## config.mk

```make
export PLATFORM = sky130hd
export DESIGN_NAME = delivery_map_engine
export DESIGN_NICKNAME = d
export VERILOG_FILES = /design/src/rtl/delivery_pkg.sv /design/src/rtl/delivery_row_gen.sv /design/src/rtl/delivery_map_engine.sv
export SDC_FILE = /design/constraint.sdc
export NUM_CORES = 1
export LEC_CHECK = 0
export CELL_PAD_IN_SITES_DETAIL_PLACEMENT = 0
export CELL_PAD_IN_SITES_GLOBAL_PLACEMENT = 2
export CORE_MARGIN = 2
export CORE_UTILIZATION = 32
export DETAILED_ROUTE_END_ITERATION = 8
export HOLD_SLACK_MARGIN = 0.12
export PLACE_DENSITY = 0.79
export SLEW_MARGIN = 20
export SYNTH_ARGS = -nofsm -noshare
export SYNTH_HDL_FRONTEND = slang
export SYNTH_SLANG_ARGS = --single-unit
```

## constraint.sdc

```tcl
create_clock -name clock -period 4 [get_ports clock]
set_input_delay 0.8 -clock clock [delete_from_list [all_inputs] [get_ports clock]]
set_output_delay 0.8 -clock clock [all_outputs]
set_load 0.02 [all_outputs]
```

## src/rtl/delivery_pkg.sv

```systemverilog
// Shared definitions for the delivery map engine.
//   state_t    : game state encoding, also driven straight onto the estado output
//   LFSR_TAPS  : feedback mask of the 16-bit Galois LFSR (taps 16,14,13,11)
//   lfsr_next  : one right-shifting Galois step of that LFSR
package delivery_pkg;

  typedef enum logic [2:0] {
    ST_IDLE   = 3'd0,
    ST_RUN    = 3'd1,
    ST_PAUSED = 3'd2,
    ST_OVER   = 3'd3
  } state_t;

  localparam logic [15:0] LFSR_TAPS = 16'hB400;

  function automatic logic [15:0] lfsr_next(input logic [15:0] v);
    lfsr_next = {1'b0, v[15:1]} ^ (v[0] ? LFSR_TAPS : 16'h0000);
  endfunction

endpackage

```

## src/rtl/delivery_row_gen.sv

```systemverilog
// New-row generator for the scrolling map.
// Holds the LFSR and builds the row that enters the top of the map on a scroll.
// Ports:
//   clock, reset   : clock, asynchronous active-low reset (LFSR <= SEED)
//   step           : a scroll is happening this cycle; LFSR advances once
//   load_en        : use load_obst/load_obj instead of the LFSR pattern
//   load_obst/obj  : injected row
//   new_obst/obj   : row to shift in (combinational from the current LFSR value)
module delivery_row_gen
  import delivery_pkg::*;
#(
  parameter int          LANES = 8,
  parameter logic [15:0] SEED  = 16'hACE1
) (
  input  logic             clock,
  input  logic             reset,
  input  logic             step,
  input  logic             load_en,
  input  logic [LANES-1:0] load_obst,
  input  logic [LANES-1:0] load_obj,
  output logic [LANES-1:0] new_obst,
  output logic [LANES-1:0] new_obj
);

  localparam int LB = $clog2(LANES);

  logic [15:0]   lfsr;
  logic [LB-1:0] obst_lane;
  logic [LB-1:0] obj_lane;

  always_ff @(posedge clock or negedge reset) begin
    if (!reset)    lfsr <= SEED;
    else if (step) lfsr <= lfsr_next(lfsr);
  end

  // LANES is a power of two no larger than 16, so "lfsr[7:4] mod LANES"
  // is simply the low LB bits of that nibble.
  assign obst_lane = lfsr[LB-1:0];
  assign obj_lane  = lfsr[4 +: LB];

  always_comb begin
    new_obst = '0;
    new_obj  = '0;
    if (load_en) begin
      // A cell requested as both obstacle and objective becomes obstacle only.
      new_obst = load_obst;
      new_obj  = load_obj & ~load_obst;
    end else begin
      new_obst[obst_lane] = 1'b1;
      if (lfsr[15] && (obj_lane != obst_lane)) new_obj[obj_lane] = 1'b1;
    end
  end

endmodule

```

## src/rtl/delivery_map_engine.sv

```systemverilog
// Delivery game map / collision datapath.
// Keeps a LANES x DEPTH map of obstacle and objective cells (row 0 is the
// player row), scrolls it every `period` cycles, applies player moves, scores
// pickups, removes lives on collisions and runs the IDLE/RUN/PAUSED/OVER FSM.
// Ports:
//   clock, reset        : clock, asynchronous active-low reset
//   start, pause        : single-cycle control pulses
//   move_left/right     : single-cycle move pulses (same cycle cancels)
//   period              : cycles per scroll, latched on start (0 acts as 1)
//   row_load_*          : injected next row (test / level hook)
//   estado              : FSM state (IDLE=0, RUN=1, PAUSED=2, OVER=3)
//   player_pos, score, lives_left, game_over, win : game status
//   map_obstacle/objective : bit r*LANES+l = cell at row r, lane l
// Handshake: there is none; all control inputs are level-sampled pulses that
// act on the clock edge where they are high, and every output is a register.
module delivery_map_engine
  import delivery_pkg::*;
#(
  parameter int          LANES    = 8,
  parameter int          DEPTH    = 8,
  parameter int          SCORE_W  = 3,
  parameter int          LIVES    = 1,
  parameter int          WRAP     = 0,
  parameter int          PERIOD_W = 24,
  parameter logic [15:0] SEED     = 16'hACE1
) (
  input  logic                       clock,
  input  logic                       reset,
  input  logic                       start,
  input  logic                       pause,
  input  logic                       move_left,
  input  logic                       move_right,
  input  logic [PERIOD_W-1:0]        period,
  input  logic                       row_load_en,
  input  logic [LANES-1:0]           row_load_obst,
  input  logic [LANES-1:0]           row_load_obj,
  output logic [2:0]                 estado,
  output logic [$clog2(LANES)-1:0]   player_pos,
  output logic [SCORE_W-1:0]         score,
  output logic [2:0]                 lives_left,
  output logic                       game_over,
  output logic                       win,
  output logic [LANES*DEPTH-1:0]     map_obstacle,
  output logic [LANES*DEPTH-1:0]     map_objective
);

  localparam int                 PW        = $clog2(LANES);
  localparam int                 MW        = LANES * DEPTH;
  localparam logic [PW-1:0]      POS_MAX   = PW'(LANES - 1);
  localparam logic [PW-1:0]      POS_START = PW'(LANES / 2);
  localparam logic [SCORE_W-1:0] SCORE_MAX = {SCORE_W{1'b1}};
  localparam logic [2:0]         LIVES_INI = 3'(LIVES);

  state_t              state;
  logic [PERIOD_W-1:0] cnt;
  logic [PERIOD_W-1:0] per_reg;

  logic                active;     // RUN and not being paused this cycle
  logic                scroll;
  logic [LANES-1:0]    new_obst;
  logic [LANES-1:0]    new_obj;
  logic [MW-1:0]       pos_mask;
  logic                hit_obst;
  logic                hit_obj;
  logic [MW-1:0]       obst_clr;
  logic [MW-1:0]       obj_clr;
  logic [MW-1:0]       obst_next;
  logic [MW-1:0]       obj_next;
  logic [PW-1:0]       pos_next;
  logic [SCORE_W-1:0]  score_next;
  logic [2:0]          lives_next;

  assign estado = state;

  // A pause pulse in RUN freezes that very cycle; the frozen work resumes
  // untouched when RUN is re-entered.
  assign active = (state == ST_RUN) && !pause;
  assign scroll = active && (cnt == per_reg - 1'b1);

  delivery_row_gen #(
    .LANES (LANES),
    .SEED  (SEED)
  ) u_row_gen (
    .clock     (clock),
    .reset     (reset),
    .step      (scroll),
    .load_en   (row_load_en),
    .load_obst (row_load_obst),
    .load_obj  (row_load_obj),
    .new_obst  (new_obst),
    .new_obj   (new_obj)
  );

  // Interaction with the player cell in row 0. The cleared map is what gets
  // shifted, so a pickup/collision coinciding with a scroll is never lost or
  // duplicated (row 0 falls off the bottom in that case anyway).
  always_comb begin
    pos_mask             = '0;
    pos_mask[player_pos] = 1'b1;
    hit_obst             = map_obstacle[player_pos];
    hit_obj              = map_objective[player_pos];
    obst_clr             = map_obstacle & ~pos_mask;
    obj_clr              = map_objective & ~pos_mask;
    obst_next            = obst_clr;
    obj_next             = obj_clr;
    if (scroll) begin
      obst_next = {new_obst, obst_clr[MW-1:LANES]};
      obj_next  = {new_obj, obj_clr[MW-1:LANES]};
    end
  end

  always_comb begin
    score_next = score;
    lives_next = lives_left;
    if (hit_obj && (score != SCORE_MAX)) score_next = score + 1'b1;
    if (hit_obst && (lives_left != 3'd0)) lives_next = lives_left - 3'd1;
  end

  always_comb begin
    pos_next = player_pos;
    if (move_right && !move_left) begin
      if (player_pos != POS_MAX) pos_next = player_pos + 1'b1;
      else if (WRAP != 0)        pos_next = '0;
    end else if (move_left && !move_right) begin
      if (player_pos != '0)      pos_next = player_pos - 1'b1;
      else if (WRAP != 0)        pos_next = POS_MAX;
    end
  end

  always_ff @(posedge clock or negedge reset) begin
    if (!reset) begin
      state         <= ST_IDLE;
      cnt           <= '0;
      per_reg       <= PERIOD_W'(1);
      map_obstacle  <= '0;
      map_objective <= '0;
      player_pos    <= POS_START;
      score         <= '0;
      lives_left    <= LIVES_INI;
      game_over     <= 1'b0;
      win           <= 1'b0;
    end else begin
      case (state)
        ST_IDLE, ST_OVER: begin
          if (start) begin
            state         <= ST_RUN;
            cnt           <= '0;
            per_reg       <= (period == '0) ? PERIOD_W'(1) : period;
            map_obstacle  <= '0;
            map_objective <= '0;
            player_pos    <= POS_START;
            score         <= '0;
            lives_left    <= LIVES_INI;
            game_over     <= 1'b0;
            win           <= 1'b0;
          end
        end
        ST_RUN: begin
          if (pause) begin
            state <= ST_PAUSED;
          end else begin
            cnt           <= scroll ? '0 : cnt + 1'b1;
            map_obstacle  <= obst_next;
            map_objective <= obj_next;
            player_pos    <= pos_next;
            score         <= score_next;
            lives_left    <= lives_next;
            // Losing is checked first so a simultaneous max score still loses.
            if (lives_next == 3'd0) begin
              state     <= ST_OVER;
              game_over <= 1'b1;
              win       <= 1'b0;
            end else if (score_next == SCORE_MAX) begin
              state     <= ST_OVER;
              game_over <= 1'b1;
              win       <= 1'b1;
            end
          end
        end
        ST_PAUSED: begin
          if (pause) state <= ST_RUN;
        end
        default: state <= ST_IDLE;
      endcase
    end
  end

endmodule

```

==> key figures <==
Status
  – Outcome: finished, final reports clean

Routing
  – Vias per std cell: between 4 and 5
  – WL/cell: 17.32 µm
  – 1st-iter DRT viols: 504
  – Drt pass-1 iters: 7
  – Drt drc: 0
  – Final WL: 28,120 µm
  – Post-route ant nets: 0
  – Via count: 8,071

Clock tree
  – Clock buffer depth: 3
  – Cts bufs inserted: 26
  – CTS root buffer: clkbuf_16
  – Hold_buf cts: 0
  – Num Clock Sinks: 205
  – TritonCTS clock tree: built
  – H-tree levels: 1
  – Later-pin clock latency in the skew report: 0.54 ns
  – Post-CTS Resized: 0
  – Setup bufs post-CTS: 0
  – Worst-path clk slew: ~0.06 ns

Timing
  – Setup violators final: 0
  – Fmax: 0.2899 GHz
  – Clock skew: 0.009961 ns
  – Slew headroom: 54.78%
  – Worst hold slack: 0.2639 ns
  – RSZ-0062 raised after global routing: false
  – Actual slew at the worst max-slew pin: 0.6783 ns
  – Slew Limit Fails: 0
  – Hold Fails Final Rpt: 0
  – Fin crit share: 86.24%
  – Setup TNS: 0 ns
  – Tmin final: 3.450 ns

Synth
  – Synth Warn #: 0
  – Post-synth net total: 1,098
  – Netlist Area Pre-Place: 10000 µm²
  – Main synth FF type: dfrtp_1
  – Synth Register Bits: 205
  – Number of synthesized flops with an enable pin: 0
  – Post-synthesis cell count: 1,040
  – Cell variety after synth: 62
  – Mean Syn Cell Area: slightly below 10 µm²
  – Share of synthesized registers carrying an async set or reset: 100.0%
  – Register area share after synthesis: 51.44%

Pwr
  – Leakage power total: 5.474 nW
  – Worst VDD drop: roughly 320 µV
  – Pwr Density: 512.0 nW/µm²

Critical path
  – CP max stage delay: 0.58 ns
  – Critical path fanouts, max: 19
  – CP endpoint kind: flip-flop
  – Startpoint type of the worst setup path: flip-flop
  – Critical path arrival: between 3 and 4 ns
  – CP max-delay cell: o21a_1
  – CP cell instances: inv_1, ha_1, nor3b_1, nand4b_1, or2_0, o21ai_0, a31oi_1, nor3_2, buf_4, o21a_1, nor2_1
  – Data required time at the worst endpoint: 4.39 ns
  – Crit path max-delay family: simple AND/OR/NAND/NOR gates
  – CP bufs+invs: 2
  – Crit path kind: reg2reg

Floorplan
  – Io pins: 189
  – Die area: 32,680 µm²
  – Die width: 180.8 µm
  – Initial core utilization: approximately 33%
  – Die Ht: between 150 and 200 µm
  – Core ar.: 30,670 µm²
  – Num rows: 64

Layout
  – NumNets Final: 1,265
  – Largest registers: map_objective: 64 flops, map_obstacle: 64 flops
  – Layout area overhead: 30.88%
  – Final instance area: between 10,000 and 15,000 µm²
  – # fillers: 3,001
  – Sequential cell area: 5144 µm²
  – Share of layout cells above drive strength 1: 9.780%
  – Multi-input logic area: 4474 µm²
  – # diodes: 0

Run
  – Max Cap Viol: 0

Global routing
  – Initial antenna violation count: 0
  – Aggregate global-route resource usage: between 10% and 20%
  – Pin count of the biggest net entering global routing: 79
  – First-pass GRT wire length: between 40,000 and 50,000 µm
  – Total grt overflow: 0
  – Via count of the first global-routing pass: 7,992

Place
  – Hpwl dp: 19,720 µm
  – Routability congestion estimate: 0.8517
  – DP Area: about 12,000 µm²
  – Port buffer count: 187

Worst hold path
  – Hold Path Class: in2async
## synthesized netlist by cell type, types with 12 or more instances
cell	instances	area, µm²
nor3_1	17	85.08
buf_2	15	75.07
nand3_1	14	70.07
nor2_1	42	157.7
xnor2_1	25	219.0
xor2_1	25	219.0
buf_4	12	90.09
clkbuf_1	36	135.1
nor4_1	15	93.84
inv_1	20	75.07
nand2_1	253	949.7
nand4_1	14	87.58
a21oi_1	13	65.06
o21ai_1	101	505.5
mux2_2	39	439.2
a22o_1	24	210.2
o21ai_0	32	160.2
dfrtp_1	194	4855
## final cells by class
type / count / share of cell area [%]
clock inverter: 11 / 0.7266
multi-input combinational: 749 / 34.19
clock buffer: 37 / 5.516
timing repair buffer: 204 / 15.88
sequential: 205 / 39.30
tap: 396 / 3.786
inverter: 21 / 0.6023
## final timing paths
check / startpoint / to / slack (ns) / depth (start not counted)
worst max-delay path: per_reg[1]$_DFFE_PN0P_ / cnt[13]$_DFFE_PN0P_ / 0.55 / 11
worst min-delay path: reset / score[0]$_DFFE_PN0P_ / 0.26 / 1
worst max register to register: per_reg[1]$_DFFE_PN0P_ / cnt[13]$_DFFE_PN0P_ / 0.55 / 11
worst min register to register: map_obstacle[16]$_DFFE_PN0P_ / map_obstacle[8]$_DFFE_PN0P_ / 0.50 / 2
max in group asynchronous: reset / cnt[14]$_DFFE_PN0P_ / 2.86 / 2
min in group clock: map_obstacle[16]$_DFFE_PN0P_ / map_obstacle[8]$_DFFE_PN0P_ / 0.50 / 2
## logic make-up after synthesis
logic type      count (synthesis)  synth area share [%]
compound gates                215                 13.10
xor+xnor                       50                 4.379
fa+ha+maj                      11                 1.451
buf+inv                        86                 3.941
flops                         205                 51.44
mux                            53                 6.169
other cells                     1               0.03750
simple gates                  419                 19.48
## stage by stage
step | power (W) | utilization [%] | setup slack, ns | instances
after global routing | 0.007103 | 42.67 | 0.2630 | 1623
final | 0.006701 | 42.67 | 0.5504 | 1623
after global placement | 0.004511 | 40.01 | 0.5356 | 1575
after floorplan | 0.003857 | - | 0.9227 | 1040
after CTS | 0.006783 | 42.67 | 0.5282 | 1623
after detailed placement | 0.004498 | 40.01 | 0.5009 | 1575
## cells in the final DEF, fill, tap and decap left out, types with 11 or more instances in the layout
| cell type | instances |
|---|---|
| o21ai_0 | 32 |
| o21ai_1 | 101 |
| a21oi_1 | 13 |
| xor2_1 | 25 |
| inv_1 | 20 |
| dfstp_2 | 11 |
| nand4_1 | 14 |
| and3_1 | 11 |
| o31ai_1 | 11 |
| mux2i_1 | 11 |
| a22o_1 | 24 |
| xnor2_1 | 25 |
| nor2_1 | 42 |
| nor3_1 | 16 |
| nor4_1 | 15 |
| mux2_2 | 39 |
| buf_4 | 11 |
| clkbuf_16 | 26 |
| dfrtp_1 | 194 |
| clkdlybuf4s50_1 | 186 |
| nand2_1 | 252 |
| nand3_1 | 14 |
## power by group
part	switching, W	total, W	internal [W]
logic	0.00117	0.00188	0.000708
registers	0.000324	0.00258	0.00225
clock network	0.000919	0.00224	0.00132
## layer usage
metal | GRT usage [%] | wire (µm) | share of wire, % | vias to the layer above
met4 | 4.065 | 594 | 2.1 | 0
met3 | 4.414 | 1727 | 6.1 | 42
met2 | 26.30 | 12650 | 45 | 170
met1 | 24.06 | 13140 | 47 | 3915
met5 | 0 | 0 | 0 | -
li1 | - | - | - | 3944
(Power assumes the default switching activity.)
